[src/rtl/branch_predictor.sv]
// Direct-mapped BTB with 2-bit saturating counters: combinational fetch prediction,
// same-cycle redirect on mispredict, next-edge training and branch statistics.
module branch_predictor #(
  parameter int XLEN    = 32,
  parameter int ENTRIES = 16,
  parameter int TAG_W   = 10,
  parameter int CNT_W   = 32
) (
  input  logic             clk,
  input  logic             nreset,
  input  logic             ena,
  input  logic             flush,
  input  logic [XLEN-1:0]  fetch_pc,
  output logic             pred_hit,
  output logic             pred_taken,
  output logic [XLEN-1:0]  pred_target,
  input  logic             res_valid,
  input  logic             res_jump,
  input  logic [XLEN-1:0]  res_pc,
  input  logic             res_taken,
  input  logic [XLEN-1:0]  res_target,
  input  logic             res_pred_taken,
  input  logic [XLEN-1:0]  res_pred_target,
  output logic             mispredict,
  output logic             pc_wr,
  output logic [XLEN-1:0]  pc_out,
  output logic [CNT_W-1:0] br_count,
  output logic [CNT_W-1:0] mis_count
);

  localparam int IDX_W = $clog2(ENTRIES);
  localparam logic [XLEN-1:0] PC_STEP = XLEN'(4);

  logic [ENTRIES-1:0] valid_q;
  logic [TAG_W-1:0]   tag_q [ENTRIES];
  logic [XLEN-1:0]    tgt_q [ENTRIES];
  logic [1:0]         cnt_q [ENTRIES];

  logic [IDX_W-1:0] fetch_idx;
  logic [IDX_W-1:0] res_idx;
  logic [TAG_W-1:0] fetch_tag;
  logic [TAG_W-1:0] res_tag;
  logic [XLEN-1:0]  res_tgt_m;
  logic             active;
  logic             res_hit;
  logic [1:0]       cnt_cur;
  logic [1:0]       cnt_next;

  assign fetch_idx = fetch_pc[IDX_W+1:2];
  assign fetch_tag = fetch_pc[IDX_W+1+TAG_W:IDX_W+2];
  assign res_idx   = res_pc[IDX_W+1:2];
  assign res_tag   = res_pc[IDX_W+1+TAG_W:IDX_W+2];

  // Lookup reads registered state only, so training is never bypassed to fetch.
  assign pred_hit    = valid_q[fetch_idx] && (tag_q[fetch_idx] == fetch_tag);
  assign pred_taken  = pred_hit && cnt_q[fetch_idx][1];
  assign pred_target = pred_taken ? tgt_q[fetch_idx] : fetch_pc + PC_STEP;

  assign res_tgt_m  = res_target & ~XLEN'(1);
  assign active     = res_valid && ena && nreset;
  assign mispredict = active && ((res_taken != res_pred_taken) ||
                                 (res_taken && (res_pred_target != res_tgt_m)));
  assign pc_wr      = mispredict;
  assign pc_out     = (active && res_taken) ? res_tgt_m : res_pc + PC_STEP;

  assign res_hit = valid_q[res_idx] && (tag_q[res_idx] == res_tag);
  assign cnt_cur = cnt_q[res_idx];

  always_comb begin
    cnt_next = cnt_cur;
    if (res_jump) begin
      cnt_next = 2'b11;
    end else if (res_taken) begin
      if (cnt_cur != 2'b11) cnt_next = cnt_cur + 2'd1;
    end else begin
      if (cnt_cur != 2'b00) cnt_next = cnt_cur - 2'd1;
    end
  end

  // Flush wins over training in the same cycle, but the statistics still count it.
  always_ff @(posedge clk or negedge nreset) begin
    if (!nreset) begin
      valid_q   <= '0;
      br_count  <= '0;
      mis_count <= '0;
      for (int i = 0; i < ENTRIES; i++) begin
        tag_q[i] <= '0;
        tgt_q[i] <= '0;
        cnt_q[i] <= 2'b01;
      end
    end else if (ena) begin
      if (res_valid) begin
        br_count <= br_count + CNT_W'(1);
        if (mispredict) mis_count <= mis_count + CNT_W'(1);
      end
      if (flush) begin
        valid_q <= '0;
      end else if (res_valid) begin
        if (res_hit) begin
          cnt_q[res_idx] <= cnt_next;
          if (res_taken) tgt_q[res_idx] <= res_tgt_m;
        end else if (res_taken) begin
          valid_q[res_idx] <= 1'b1;
          tag_q[res_idx]   <= res_tag;
          tgt_q[res_idx]   <= res_tgt_m;
          cnt_q[res_idx]   <= res_jump ? 2'b11 : 2'b10;
        end
      end
    end
  end

endmodule
[config.mk]
export PLATFORM = sky130hd
export DESIGN_NAME = branch_predictor
export DESIGN_NICKNAME = d
export VERILOG_FILES = /design/src/rtl/branch_predictor.sv
export SDC_FILE = /design/constraint.sdc
export NUM_CORES = 1
export LEC_CHECK = 0
export BUFFER_PORTS_ARGS = -buffer_cell sky130_fd_sc_hd__clkbuf_2
export CORE_MARGIN = 3
export CORE_UTILIZATION = 60
export DETAILED_ROUTE_END_ITERATION = 10
export GPL_TIMING_DRIVEN = 0
export PLACE_DENSITY = 0.79
export SLEW_MARGIN = 20
export SYNTH_ARGS = -nofsm -noshare
export SYNTH_HDL_FRONTEND = slang
export SYNTH_SLANG_ARGS = --single-unit
[constraint.sdc]
create_clock -name clk -period 10.1 [get_ports clk]
set_input_delay 2.02 -clock clk [delete_from_list [all_inputs] [get_ports clk]]
set_output_delay 2.02 -clock clk [all_outputs]
set_load 0.01 [all_outputs]
==> results of run 1 <==
-- worst register-to-register path, stage by stage, from the launching register on --
cell       delay [ns]
dfrtp_1          0.39
mux4_2           0.48
mux4_2           0.49
xnor2_1          0.34
o2111ai_1        0.18
or4_1            0.52
buf_2            0.22
buf_2            0.20
nand3_1          0.23
buf_2            0.45
mux2_2           0.40
-- per-stage QoR --
| step | setup TNS [ns] | setup slack (ns) | util [%] | area, µm² |
|---|---|---|---|---|
| floorplan | 0 | 2.991 | - | 38580 |
| global placement | -8174.51 | -13.75 | 64.42 | 40790 |
| detailed placement | 0 | 0.6419 | 64.88 | 41080 |
| CTS | 0 | 0.7404 | 69.13 | 43770 |
| global route | 0 | 0.5339 | 69.17 | 43790 |
| finish | 0 | 0.5276 | 69.17 | 43790 |
-- metal layers --
metal | vias to the layer above | GRT usage (%)
li1 | 10522 | -
met1 | 13603 | 45.15
met2 | 1264 | 53.18
met3 | 319 | 9.462
met4 | 10 | 15.26
met5 | - | 0
-- cell usage after synthesis (all sizes together) (2+ instances only) --
library cell	instances	share of area (%)
clkbuf	128	1.2
dfstp	16	1.1
or2	2	0.032
clkinv	2	0.019
nor2	73	0.71
nor3	10	0.13
mux4	258	15
maj3	2	0.052
mux2	722	21
xor2	35	0.79
nand4	28	0.45
nor2b	7	0.11
and2	9	0.15
o22ai	4	0.065
o31ai	7	0.21
inv	14	0.14
mux2i	42	1.1
nand3	76	0.99
and4	7	0.16
nand2b	5	0.081
a21oi	36	0.47
xnor2	137	3.1
a221oi	3	0.068
or3	3	0.062
a2111oi	2	0.062
nor4	5	0.081
ha	7	0.23
and3	30	0.49
nand2	103	1.0
dfrtp	752	49
buf	122	1.4
o21ai	16	0.21
-- sequential cells by signal, indices dropped and copies added (netlist names) --
name and cells:
tgt_q 496, cnt_q 32, valid_q 16, tag_q 160
mis_count 32, br_count 32
-- final cells by class --
| class | instances | area, µm² |
|---|---|---|
| fillers | 4377 | 19520 |
| flip-flops and latches | 768 | 19240 |
| multi-input cells | 1645 | 18270 |
| clock buffers | 122 | 2414 |
| repair buffers | 243 | 1419 |
| well taps | 846 | 1059 |
| plain buffers | 250 | 1052 |
| clock inverters | 23 | 276.5 |
| inverters | 16 | 60.06 |
| diodes | 1 | 2.502 |
-- worst paths after layout --
kind / start / end / slack, ns
worst max-delay path: fetch_pc[3] / pred_target[7] / 0.53
worst min-delay path: mis_count[31] / mis_count[31] / 0.47
worst max register to register: tag_q[87] / tag_q[115] / 6.08
worst min register to register: mis_count[31] / mis_count[31] / 0.47
max in group asynchronous: nreset / tgt_q[17] / 6.54
min in group asynchronous: nreset / br_count[28] / 1.40
-- power by group through the flow --
stage	clock, mW	combinational, mW	sequential [mW]
6_report	3.03	0.965	3.49
2_1_floorplan	0	0.608	3.49
5_1_grt	3.18	1.03	3.51
3_5_place_dp	0	0.956	3.54
4_1_cts	3.06	0.963	3.48
3_3_place_gp	0	0.908	3.52
-- cell families after synthesis --
family / Yosys count / share of synthesized area, %
fa+ha+maj: 9 / 0.2789
buf+inv: 266 / 2.845
simple gates: 364 / 4.570
mux: 1022 / 37.23
compound gates: 78 / 1.301
xor+xnor: 172 / 3.905
flops: 768 / 49.87
==> results.py, run 1 <==
metrics = {
    "grt": {
        "grt_max_degree": 103,
        "grt_overflow_total": 0,
        "antenna_found_initial": 5,
        "grt_use_total_pct": 34.11,
        "grt_pass1_wl_um": 169900,
        "grt_pass1_vias": 27061,
    },
    "power": {
        "power_density_nw_per_um2": 170.9,
        "power_frac_seq_pct": 46.6,
        "swShare_pct": 25.05,
        "finalPower_mw": 7.484,
        "p_clk_share_pct": 40.5,
        "switching_power_mw": 1.875,
        "ir_worst_vdd_mv": 0.1282,
        "p_int_mw": 5.609,
        "p_leak_nw": 20.67,
        "pwr-share-comb_pct": 12.9,
    },
    "clocking": {
        "insertion_delay_ns": 0.63,
        "tritoncts": "yes",
        "htree_levels": 3,
        "path_clk_slew_ns": 0.06,
        "numCtsBuffers": 80,
        "numClockSinks": 768,
        "cts_setup_buffers": 0,
        "postCtsHoldBufs": 0,
        "cts_root_buf": "clkbuf_16",
        "cts_max_path_buffers": 3,
        "cts_resized": 0,
    },
    "routing": {
        "wl_per_cell_um": 29.08,
        "dr_wl_met3_um": 10330,
        "drt-initial-drc-count": 2596,
        "met1Wirelength_um": 44030,
        "vias_per_cell": 6.571,
        "drcViolationCount": 0,
        "via_count": 25718,
        "first_pass_iters": 5,
        "ant_nets": 0,
        "met2WireLength_um": 53670,
        "top_layer_used": "met5",
        "routed_wl_um": 113800,
    },
    "synth": {
        "ys_async_sr_fraction_pct": 100.0,
        "synth_edf_count": 0,
        "ys_seq_area_share_pct": 49.87,
        "synth.net_count": 2822,
        "ys.flop_type": "dfrtp_1",
        "syn_avg_cell_area_um2": 14.40,
        "syn_inst": 2679,
        "syn_area_um2": 38580,
        "yosysUniqueCellTypes": 57,
        "ys_warn_count": 0,
        "ys_ff_latch": 768,
    },
    "setup_path": {
        "max_stage_delay_ns": 0.97,
        "cp_max_fo": 10,
        "crit_path_frequent_cell": "buf_2",
        "crit_path_top_delay_cell": "clkbuf_1",
        "worstPathRequired_ns": 8.08,
        "crit_cells": 13,
        "ff2ff_path_depth": 10,
        "critPathCaptureType": "output port",
        "crit_family": "buffers and inverters",
        "path_class": "input port to output port",
        "timing.critical_path.buf_inv": 9,
        "startpoint_type": "input port",
        "crit_arrival_ns": 7.55,
        "crit_chain": "clkbuf_2, buf_2, buf_2, buf_2, buf_2, clkbuf_1, clkbuf_1, clkbuf_1, mux4_2, mux4_2, nand3_1, o21ai_0, clkbuf_2",
    },
    "die": {
        "start_util_pct": 60.93,
        "io_pins": 268,
        "coreArea_um2": 63310,
        "die_h_um": 259.6,
        "die_area_um2": 67370,
        "die_w_um": 259.6,
        "rows": 92,
    },
    "place": {
        "post-dp-hpwl_um": 82160,
        "place_congestion": 0.9516,
        "dp.cells": 3767,
        "io_buffers": 230,
    },
    "timing": {
        "rsz0062_at_grt": "no",
        "setup_viol": 0,
        "clock_skew_ns": 0.01593,
        "worst_pin_slew_ns": 1.248,
        "slew_headroom_pct": 16.81,
        "drv_slew": 0,
        "period_minus_slack_ns": 9.572,
        "finalCritPeriodShare_pct": 94.78,
        "fin_hold_ws_ns": 0.4742,
        "finalHoldViolations": 0,
        "fmax_mhz": 104.5,
    },
    "layout": {
        "final_cell_mix": "dfrtp_1 (752), mux2_2 (717), mux4_2 (258)",
        "drive_gt1_share_pct": 46.92,
        "final_common_cell": "dfrtp_1",
        "fin_nets": 3147,
        "instances_no_fill": 3914,
        "syn_to_final_growth_pct": 13.52,
    },
    "run_status": {
        "status": "finished clean",
    },
    "worst_hold_path": {
        "min_path_type": "flop to flop",
        "min_path_cells": 1,
    },
    "flow_run": {
        "drv_cap": 0,
    },
}
(Power assumes the default switching activity.)
==> run 2, diff against run 1 <==
- CTS_BUF_LIST: not set -> sky130_fd_sc_hd__clkbuf_8
==> run 2 against run 1 <==
Effect of this change:
- flip-flop and latch count unchanged
- final cell count up 2.0%
- fmax up 1.0%
- design area down 0.21%
- worst hold slack better by 0.0045 ns
- wire length up 0.52%
- largest power group unchanged
- highest routed layer unchanged
==> results.py, run 2 (synthesis results as in run 1) <==
metrics = {
    "place": {
        "post-dp-hpwl_um": 82160,
        "dpl_cell_area_um2": 41080,
        "place_ws_ns": 0.6419,
        "place_congestion": 0.9516,
        "io_buffers": 230,
    },
    "timing": {
        "setup_viol": 0,
        "finalHoldViolations": 0,
        "finalCritPeriodShare_pct": 93.82,
        "finalWorstSetupSlack_ns": 0.6245,
        "slew_headroom_pct": 27.98,
        "clock_skew_ns": 0.03984,
        "worst_pin_slew_ns": 1.080,
        "finalSetupTns_ns": 0,
        "drv_slew": 0,
        "rsz0062_at_grt": "no",
        "fmax_mhz": 105.5,
        "period_minus_slack_ns": 9.475,
    },
    "layout": {
        "fin_area_um2": 43700,
        "final_common_cell": "dfrtp_1",
        "syn_to_final_growth_pct": 13.29,
        "largestRegisters": "tgt_q (496), tag_q (160)",
        "final_cell_mix": "dfrtp_1 (752), mux2_2 (717), mux4_2 (258)",
        "largest_register_ffs": 496,
        "regMostFlops": "tgt_q",
        "fin_nets": 3197,
        "drive_gt1_share_pct": 47.57,
    },
    "grt": {
        "antenna_found_initial": 6,
        "grt_use_total_pct": 34.26,
        "grt_overflow_total": 0,
        "grt_max_degree": 103,
        "grt_pass1_wl_um": 170100,
        "grt_pass1_vias": 27467,
    },
    "routing": {
        "drt-initial-drc-count": 2792,
        "first_pass_iters": 6,
        "via_count": 25983,
        "wl_per_cell_um": 28.65,
        "drcViolationCount": 0,
        "ant_nets": 0,
        "vias_per_cell": 6.506,
        "routed_wl_um": 114400,
    },
    "die": {
        "io_pins": 268,
        "start_util_pct": 60.93,
        "rows": 92,
        "die_w_um": 259.6,
        "die_area_um2": 67370,
        "coreArea_um2": 63310,
        "die_h_um": 259.6,
    },
    "clocking": {
        "numCtsBuffers": 131,
        "insertion_delay_ns": 0.78,
        "cts_max_path_buffers": 3,
        "path_clk_slew_ns": 0.06,
        "cts_resized": 0,
        "postCtsHoldBufs": 0,
        "cts_setup_buffers": 0,
        "numClockSinks": 768,
        "cts_root_buf": "clkbuf_8",
        "htree_levels": 4,
        "tritoncts": "yes",
    },
    "setup_path": {
        "endpoint": "pred_target[4]",
        "crit_chain": "clkbuf_2, buf_2, buf_2, buf_2, buf_2, clkbuf_1, clkbuf_1, buf_1, mux4_2, mux4_2, nand3_1, o21ai_0, clkbuf_2",
        "path_class": "input port to output port",
        "startpoint_type": "input port",
        "max_stage_delay_ns": 0.84,
        "worstPathRequired_ns": 8.08,
        "critPathCaptureType": "output port",
        "crit_path_frequent_cell": "buf_2",
        "crit_arrival_ns": 7.46,
        "cp_max_fo": 10,
        "r2r_start": "tag_q[87]",
        "ff2ff_path_depth": 10,
        "r2r-end": "tag_q[117]",
        "crit_path_top_delay_cell": "buf_1",
        "r2r_setup_slack_ns": 6.08,
        "critPathLaunch": "fetch_pc[3]",
    },
    "power": {
        "power_density_nw_per_um2": 165.9,
        "ir_worst_vdd_mv": 0.1283,
        "p_leak_nw": 20.85,
        "finalPower_mw": 7.249,
    },
    "flow_run": {
        "drv_cap": 0,
    },
    "worst_hold_path": {
        "min_path_type": "flop to flop",
    },
    "run_status": {
        "status": "finished clean",
    },
}
run 2: changes by cell type in the layout (fill, tap and decap cells not counted), moves of 4 or more:
cell       delta
clkbuf_8    +150
clkbuf_16    -83
inv_1        +43
clkbuf_1     -21
clkinv_2      -6
bufinv_16     -4
run 2: routing by layer:
layer  wire length, µm  GRT usage [%]  share of wire [%]  vias up
li1                  -              -                  -    10622
met1             44150          45.17                 39    13716
met2             53170          52.47                 46     1273
met3             11130          10.55                9.7      364
met4              5916          16.12                5.2        8
met5                52              0              0.045        -
run 2: area by class of cell:
type / count / area, µm²
sequential: 768 / 19240
buffer: 250 / 1055
clock inverter: 55 / 277.8
antenna: 3 / 7.507
fill: 4411 / 19610
multi-input combinational: 1645 / 18270
clock buffer: 169 / 2326
timing repair buffer: 242 / 1408
tap: 846 / 1059
inverter: 16 / 60.06
run 2: critical path: cells and delay by family:
family                 cells  cell delay, ns
and+or+nand+nor            1            0.11
buffers and inverters      9            4.01
muxes                      2            1.00
AOI/OAI and AO/OA          1            0.29
run 2: where the power goes:
group          internal, mW  switching, mW  total [mW]
logic                 0.478          0.485       0.963
registers              3.33          0.161        3.49
clock network          1.54           1.26        2.79
total                  5.35           1.90        7.25
run 2: stage by stage:
| stage | cells | hold slack (ns) | utilization, % |
|---|---|---|---|
| 4_1_cts | 3991 | 0.4773 | 68.99 |
| 2_1_floorplan | 2679 | 0.4583 | - |
| 3_3_place_gp | 3755 | 0.4591 | 64.42 |
| 6_report | 3994 | 0.4787 | 69.03 |
| 3_5_place_dp | 3767 | 0.4655 | 64.88 |
| 5_1_grt | 3993 | 0.5071 | 69.02 |
run 2: worst min path at each step:
stage | from | endpoint | cells after the start | slack [ns]
floorplan | valid_q[13] | valid_q[13] | 2 | 0.46
global placement | br_count[31] | br_count[31] | 1 | 0.46
detailed placement | mis_count[31] | mis_count[31] | 1 | 0.47
CTS | mis_count[31] | mis_count[31] | 1 | 0.48
global route | mis_count[29] | mis_count[29] | 1 | 0.51
finish | mis_count[31] | mis_count[31] | 1 | 0.48
